## src/rtl/cpu_pkg.sv

```systemverilog
// Shared definitions for the 5-stage core's hazard control: register index
// width, the $zero index and the hazard controller's state encoding.
package cpu_pkg;

  localparam int REG_W = 5;

  localparam logic [REG_W-1:0] REG_ZERO = 5'd0;

  localparam logic [1:0] ST_RUN    = 2'd0;
  localparam logic [1:0] ST_FREEZE = 2'd1;

  typedef enum logic [1:0] {
    S_RUN    = ST_RUN,
    S_FREEZE = ST_FREEZE
  } hz_state_e;

endpackage

```

## src/rtl/sat_counter.sv

```systemverilog
// Saturating up-counter with enable and asynchronous active-low clear.
// Sticks at all-ones instead of wrapping.
module sat_counter #(
  parameter int W = 16
) (
  input  logic         clk_i,
  input  logic         rst_ni,
  input  logic         en_i,
  output logic [W-1:0] cnt_o
);

  logic [W-1:0] cnt_q, cnt_d;

  // Next count: increment when enabled unless already at the ceiling
  always_comb begin
    cnt_d = cnt_q;
    if (en_i && (cnt_q != {W{1'b1}})) begin
      cnt_d = cnt_q + W'(1);
    end
  end

  // Count register
  always_ff @(posedge clk_i or negedge rst_ni) begin
    if (!rst_ni) begin
      cnt_q <= '0;
    end else begin
      cnt_q <= cnt_d;
    end
  end

  assign cnt_o = cnt_q;

endmodule

```

## src/rtl/hazard_stall_ctrl.sv

```systemverilog
// Pipeline hazard controller: load-use bubbles, branch flushes (branches
// resolve in MEM), whole-pipe freeze while data memory is busy, plus
// saturating stall/flush statistics and a sticky memory-wait watchdog.
// A branch seen during a freeze is remembered in flush_pend and performed
// on the first non-busy cycle.
module hazard_stall_ctrl
  import cpu_pkg::*;
#(
  parameter int CNT_W    = 16,
  parameter int MAX_WAIT = 64,
  parameter int WAIT_W   = 8
) (
  input  logic             clk_i,
  input  logic             rst_i,
  input  logic             idex_memread_i,
  input  logic [REG_W-1:0] idex_rt_i,
  input  logic [REG_W-1:0] ifid_rs_i,
  input  logic [REG_W-1:0] ifid_rt_i,
  input  logic             ifid_use_rt_i,
  input  logic             branch_taken_i,
  input  logic             dmem_busy_i,
  output logic             pc_write_o,
  output logic             ifid_write_o,
  output logic             ctrl_sel_o,
  output logic             ifid_flush_o,
  output logic             idex_flush_o,
  output logic             exmem_flush_o,
  output logic             pipe_hold_o,
  output logic             timeout_o,
  output logic [CNT_W-1:0] stall_cnt_o,
  output logic [CNT_W-1:0] flush_cnt_o,
  output logic [1:0]       state_o
);

  localparam logic [WAIT_W-1:0] WAIT_MAX = WAIT_W'(MAX_WAIT);

  hz_state_e         state_q, state_d;
  logic              flush_pend_q, flush_pend_d;
  logic [WAIT_W-1:0] wait_q, wait_d;
  logic              timeout_q, timeout_d;
  logic              load_use;
  logic              do_flush;
  logic              stall_en;
  logic              flush_en;

  // $zero is never a real dependency, so it never stalls
  assign load_use = idex_memread_i && (idex_rt_i != REG_ZERO) &&
                    ((idex_rt_i == ifid_rs_i) ||
                     (ifid_use_rt_i && (idex_rt_i == ifid_rt_i)));

  assign do_flush = branch_taken_i || flush_pend_q;

  // Next state and Mealy outputs; priority busy > flush > load-use > normal
  always_comb begin
    state_d       = state_q;
    flush_pend_d  = flush_pend_q;
    wait_d        = wait_q;
    timeout_d     = timeout_q;
    pc_write_o    = 1'b0;
    ifid_write_o  = 1'b0;
    ctrl_sel_o    = 1'b0;
    ifid_flush_o  = 1'b0;
    idex_flush_o  = 1'b0;
    exmem_flush_o = 1'b0;
    pipe_hold_o   = 1'b1;
    stall_en      = 1'b0;
    flush_en      = 1'b0;
    if (!rst_i) begin
      // reset: everything held, defaults above already describe it
    end else if (dmem_busy_i) begin
      state_d    = S_FREEZE;
      ctrl_sel_o = 1'b1;
      if (branch_taken_i) begin
        flush_pend_d = 1'b1;
      end
      if (wait_q != WAIT_MAX) begin
        wait_d = wait_q + WAIT_W'(1);
      end
      if (wait_d == WAIT_MAX) begin
        timeout_d = 1'b1;
      end
    end else begin
      state_d     = S_RUN;
      wait_d      = '0;
      pipe_hold_o = 1'b0;
      if (do_flush) begin
        ifid_flush_o  = 1'b1;
        idex_flush_o  = 1'b1;
        exmem_flush_o = 1'b1;
        pc_write_o    = 1'b1;
        ifid_write_o  = 1'b1;
        flush_pend_d  = 1'b0;
        flush_en      = 1'b1;
      end else if (load_use) begin
        stall_en = 1'b1;
      end else begin
        pc_write_o   = 1'b1;
        ifid_write_o = 1'b1;
        ctrl_sel_o   = 1'b1;
      end
    end
  end

  // State registers; reset discards any pending flush
  always_ff @(posedge clk_i or negedge rst_i) begin
    if (!rst_i) begin
      state_q      <= S_RUN;
      flush_pend_q <= 1'b0;
      wait_q       <= '0;
      timeout_q    <= 1'b0;
    end else begin
      state_q      <= state_d;
      flush_pend_q <= flush_pend_d;
      wait_q       <= wait_d;
      timeout_q    <= timeout_d;
    end
  end

  sat_counter #(.W(CNT_W)) u_stall_cnt (
    .clk_i  (clk_i),
    .rst_ni (rst_i),
    .en_i   (stall_en),
    .cnt_o  (stall_cnt_o)
  );

  sat_counter #(.W(CNT_W)) u_flush_cnt (
    .clk_i  (clk_i),
    .rst_ni (rst_i),
    .en_i   (flush_en),
    .cnt_o  (flush_cnt_o)
  );

  assign timeout_o = timeout_q;
  assign state_o   = state_q;

endmodule
```

## config.mk

```make
export PLATFORM = sky130hd
export DESIGN_NAME = hazard_stall_ctrl
export DESIGN_NICKNAME = d
export VERILOG_FILES = /design/src/rtl/cpu_pkg.sv /design/src/rtl/sat_counter.sv /design/src/rtl/hazard_stall_ctrl.sv
export SDC_FILE = /design/constraint.sdc
export NUM_CORES = 1
export LEC_CHECK = 0
export CAP_MARGIN = 25
export CORE_MARGIN = 8
export CORE_UTILIZATION = 45
export CTS_CLUSTER_SIZE = 40
export DETAILED_ROUTE_END_ITERATION = 7
export PLACE_DENSITY_LB_ADDON = 0.15
export SETUP_SLACK_MARGIN = 0.5
export SYNTH_ARGS = -nofsm -noshare
export SYNTH_HDL_FRONTEND = slang
export SYNTH_SLANG_ARGS = --single-unit
```

## constraint.sdc

```tcl
create_clock -name clk_i -period 3.2 [get_ports clk_i]
set_clock_uncertainty 0.15 [all_clocks]
set_input_delay 0.64 -clock clk_i [delete_from_list [all_inputs] [get_ports clk_i]]
set_output_delay 0.64 -clock clk_i [all_outputs]
set_load 0.1 [all_outputs]
```

==> impl_metrics.env <==
export IMPL_postCtsHoldBufs=0
export IMPL_grt_pass1_vias=1956
export IMPL_htreeDepth=2
export IMPL_worstMarginPinSlew_ns=0.601
export IMPL_grt_usage=0.148
export IMPL_synth_cell_types=42
export IMPL_n_antenna_cell=0
export IMPL_io_buffers=61
export IMPL_dp_slack_ns=0.0231
export IMPL_fill_cells=436
export IMPL_grt_overflow_total=0
export IMPL_antenna_found_initial=0
export IMPL_clockBufferDepth=2
export IMPL_r2r_end="timeout_o"
export IMPL_die_w_um=88.0
export IMPL_worst_slack_ns=0.436
export IMPL_worstPathMaxFanout=3
export IMPL_swShare=0.425
export IMPL_core_area_mm2=0.00504
export IMPL_layout_nets=334
export IMPL_netlist_instances=239
export IMPL_clock_sinks=43
export IMPL_path_class="input pin to output port"
export IMPL_hp_start="timeout_o"
export IMPL_stdcell_count=380
export IMPL_hold_end="timeout_o"
export IMPL_synth_fp_nets=264
export IMPL_row_count=26
export IMPL_power_internal_mw=0.987
export IMPL_tritoncts="yes"
export IMPL_p_switching_mw=0.729
export IMPL_path_cells="buf_6, or4_4, o21ai_4, nor2_4, a21oi_4, buf_12"
export IMPL_wl_per_cell_um=14.3
export IMPL_powerDensity_mw_per_mm2=537
export IMPL_status="complete, no violations"
export IMPL_min_path_type="register to register"
export IMPL_slew_violations=0
export IMPL_route_vias_total=1983
export IMPL_comb_power_share=0.370
export IMPL_synth_ff_type="dfrtp_1"
export IMPL_drt_iter0_drc=83
export IMPL_ir_drop_mv=0.647
export IMPL_clkLatencyLatePin_ns=0.29
export IMPL_path_delay_family="simple AND/OR/NAND/NOR gates"
export IMPL_fmax_mhz=362
export IMPL_finalCritPeriodShare=0.864
export IMPL_slowest_stage="or4_4"
export IMPL_tns_ns=0
export IMPL_syn2layout_area_growth_pct=37.0
export IMPL_drive_gt1_frac=0.281
export IMPL_maxSlewHeadroom=0.599
export IMPL_totalWireLength_um=5440
export IMPL_avgSynthCellArea_um2=9.76
export IMPL_dp_cells=370
export IMPL_grt_pass1_wl_um=9050
export IMPL_syn_area_mm2=0.00233
export IMPL_drt_first_pass_iters=4
export IMPL_cts_root_buf="clkbuf_8"
export IMPL_async_reset_ff_frac=1.00
export IMPL_cts_buffers=5
export IMPL_die_h_um=88.0
export IMPL_pwr_share_clk=0.245
export IMPL_r2r_setup_slack_ns=0.77
export IMPL_die_area_mm2=0.00774
export IMPL_synth_top_area_share=0.461
export IMPL_synth_top_cells_by_area="dfrtp_1 (46%), xnor2_1 (8.6%), xor2_1 (6.8%)"
export IMPL_cap_violations=0
export IMPL_synth_seq_cells=43
export IMPL_yosys_warnings=0
export IMPL_rr_startpoint="wait_q[3]"
export IMPL_power_frac_seq=0.386
export IMPL_holdPathStages=2
export IMPL_rsz0062_at_grt="yes"
export IMPL_start_util=0.463
export IMPL_cp_num_buf_inv=2
export IMPL_ys_seq_area_frac=0.461
export IMPL_max_stage_delay_ns=0.53
export IMPL_path_clk_slew_ns=0.08
export IMPL_leakagePower_nw=1.46
export IMPL_cp_end_kind="output port"
export IMPL_start_kind="input pin"
export IMPL_required_ns=2.41
export IMPL_arrival_ns=1.97
export IMPL_period_minus_slack_ns=2.76
export IMPL_whs_ns=0.321
export IMPL_synth_edf_count=0
export IMPL_ant_nets=0
export IMPL_drc=0
export IMPL_vias_per_cell=5.22
export IMPL_gp_congestion=0.828
export IMPL_synth_top_cell_by_area="dfrtp_1"
export IMPL_dpl_hpwl_um=4170
export IMPL_hold_violations=0
export IMPL_setup_viol=0
export IMPL_io_pins=63
export IMPL_grt_max_degree=54
export IMPL_reg2reg_depth=6
==> synthesized netlist by cell type (all sizes together), types with 2 or more instances <==
master,n
a21oi,6
a22o,2
a32oi,2
and2,2
and3,6
and4,2
buf,5
clkbuf,4
dfrtp,43
ha,4
inv,9
mux2,3
nand2,23
nand3,20
nand4,8
nor2,17
nor3,11
nor4,2
nor4b,2
o21ai,12
o2bb2ai,2
or3,2
xnor2,23
xor2,18
==> cell type report <==
class	instances	area (um2)	share of cell area
sequential	43	1080	0.337
tap	70	87.6	0.0274
timing repair buffer	72	648	0.203
multi-input combinational	178	1240	0.387
inverter	9	33.8	0.0106
clock inverter	3	43.8	0.0137
clock buffer	5	68.8	0.0215
==> worst register-to-register path, cell delays in order (launching register included) <==
cell     delay, ns
dfrtp_1       0.52
nand3_1       0.12
nor3_1        0.47
nand3_1       0.23
xnor2_1       0.17
o32a_1        0.36
o41ai_1       0.32
==> cells in the final DEF (no fill, tap or decap), drive strengths merged, types with 2 or more instances in the layout <==
| cell | n |
|---|---|
| and2 | 2 |
| nor4 | 2 |
| dfrtp | 43 |
| nor2 | 17 |
| buf | 58 |
| o21ai | 12 |
| or3 | 2 |
| and4 | 2 |
| nor3 | 11 |
| a22o | 2 |
| clkinv | 2 |
| clkbuf | 8 |
| a32oi | 2 |
| clkdlybuf4s50 | 4 |
| mux2 | 3 |
| and3 | 6 |
| nor4b | 2 |
| nand4 | 8 |
| inv | 9 |
| xnor2 | 23 |
| nand3 | 20 |
| ha | 4 |
| xor2 | 18 |
| a21oi | 6 |
| o2bb2ai | 2 |
| nand2 | 23 |
| dlygate4sd2 | 6 |
==> per-layer routing <==
metal	GRT usage	vias to the layer above	share of wire
met5	0	-	0
met1	0.182	943	0.45
li1	-	969	-
met2	0.224	64	0.44
met4	0.0625	0	0.015
met3	0.0553	7	0.089
==> power groups by stage <==
stage          clock (mW)  sequential [mW]  combinational, mW
2_1_floorplan           0            0.963              0.169
3_3_place_gp            0            0.670              0.633
3_5_place_dp            0            0.672              0.638
4_1_cts             0.434            0.661              0.638
5_1_grt             0.454            0.670              0.663
6_report            0.420            0.661              0.634
==> cell families (layout without fill, tap and decap cells) <==
logic type / after synthesis / after routing / share of synthesized area
XOR/XNOR: 41 / 41 / 0.154
AND/OR/NAND/NOR: 99 / 99 / 0.223
buffers and inverters: 18 / 89 / 0.0386
other: 1 / 1 / 0.00161
flip-flops: 43 / 43 / 0.461
adder cells (fa/ha/maj): 4 / 4 / 0.0215
AO/OA/AOI/OAI: 30 / 30 / 0.0853
multiplexers: 3 / 3 / 0.0145
==> timing repair <==
| action | in CTS | in global routing |
|---|---|---|
| cloned | 0 | 0 |
| pin swaps | 14 | 7 |
| buffers inserted | 2 | 0 |
| setup endpoints to repair | 7 | 6 |
| gates resized for setup | 40 | 6 |
==> state kept, by name (all words and copies together) (netlist names) <==
register,cells
u_flush_cnt.cnt_o,16
u_stall_cnt.cnt_o,16
state_o,1
flush_pend_q,1
wait_q,8
timeout_o,1
==> worst max-delay path by stage <==
stage / slack (ns) / end / start / cells after the start
after floorplan: 0.06 / pc_write_o / idex_rt_i[1] / 5
after global placement: 0.04 / ctrl_sel_o / idex_rt_i[1] / 6
after detailed placement: 0.02 / ctrl_sel_o / idex_rt_i[1] / 6
after CTS: 0.43 / ifid_write_o / idex_rt_i[2] / 6
after global routing: 0.33 / ifid_write_o / ifid_rs_i[4] / 8
final: 0.44 / ifid_write_o / idex_rt_i[2] / 6
==> metrics by stage <==
stage                     cell area [um2]  power, mW  utilization
after floorplan                      2380       1.13            -
after global placement               3070       1.30        0.610
after detailed placement             3070       1.31        0.610
after CTS                            3190       1.73        0.633
after global routing                 3200       1.79        0.634
final                                3200       1.72        0.634
No activity file was read; power rests on OpenSTA's default activity.
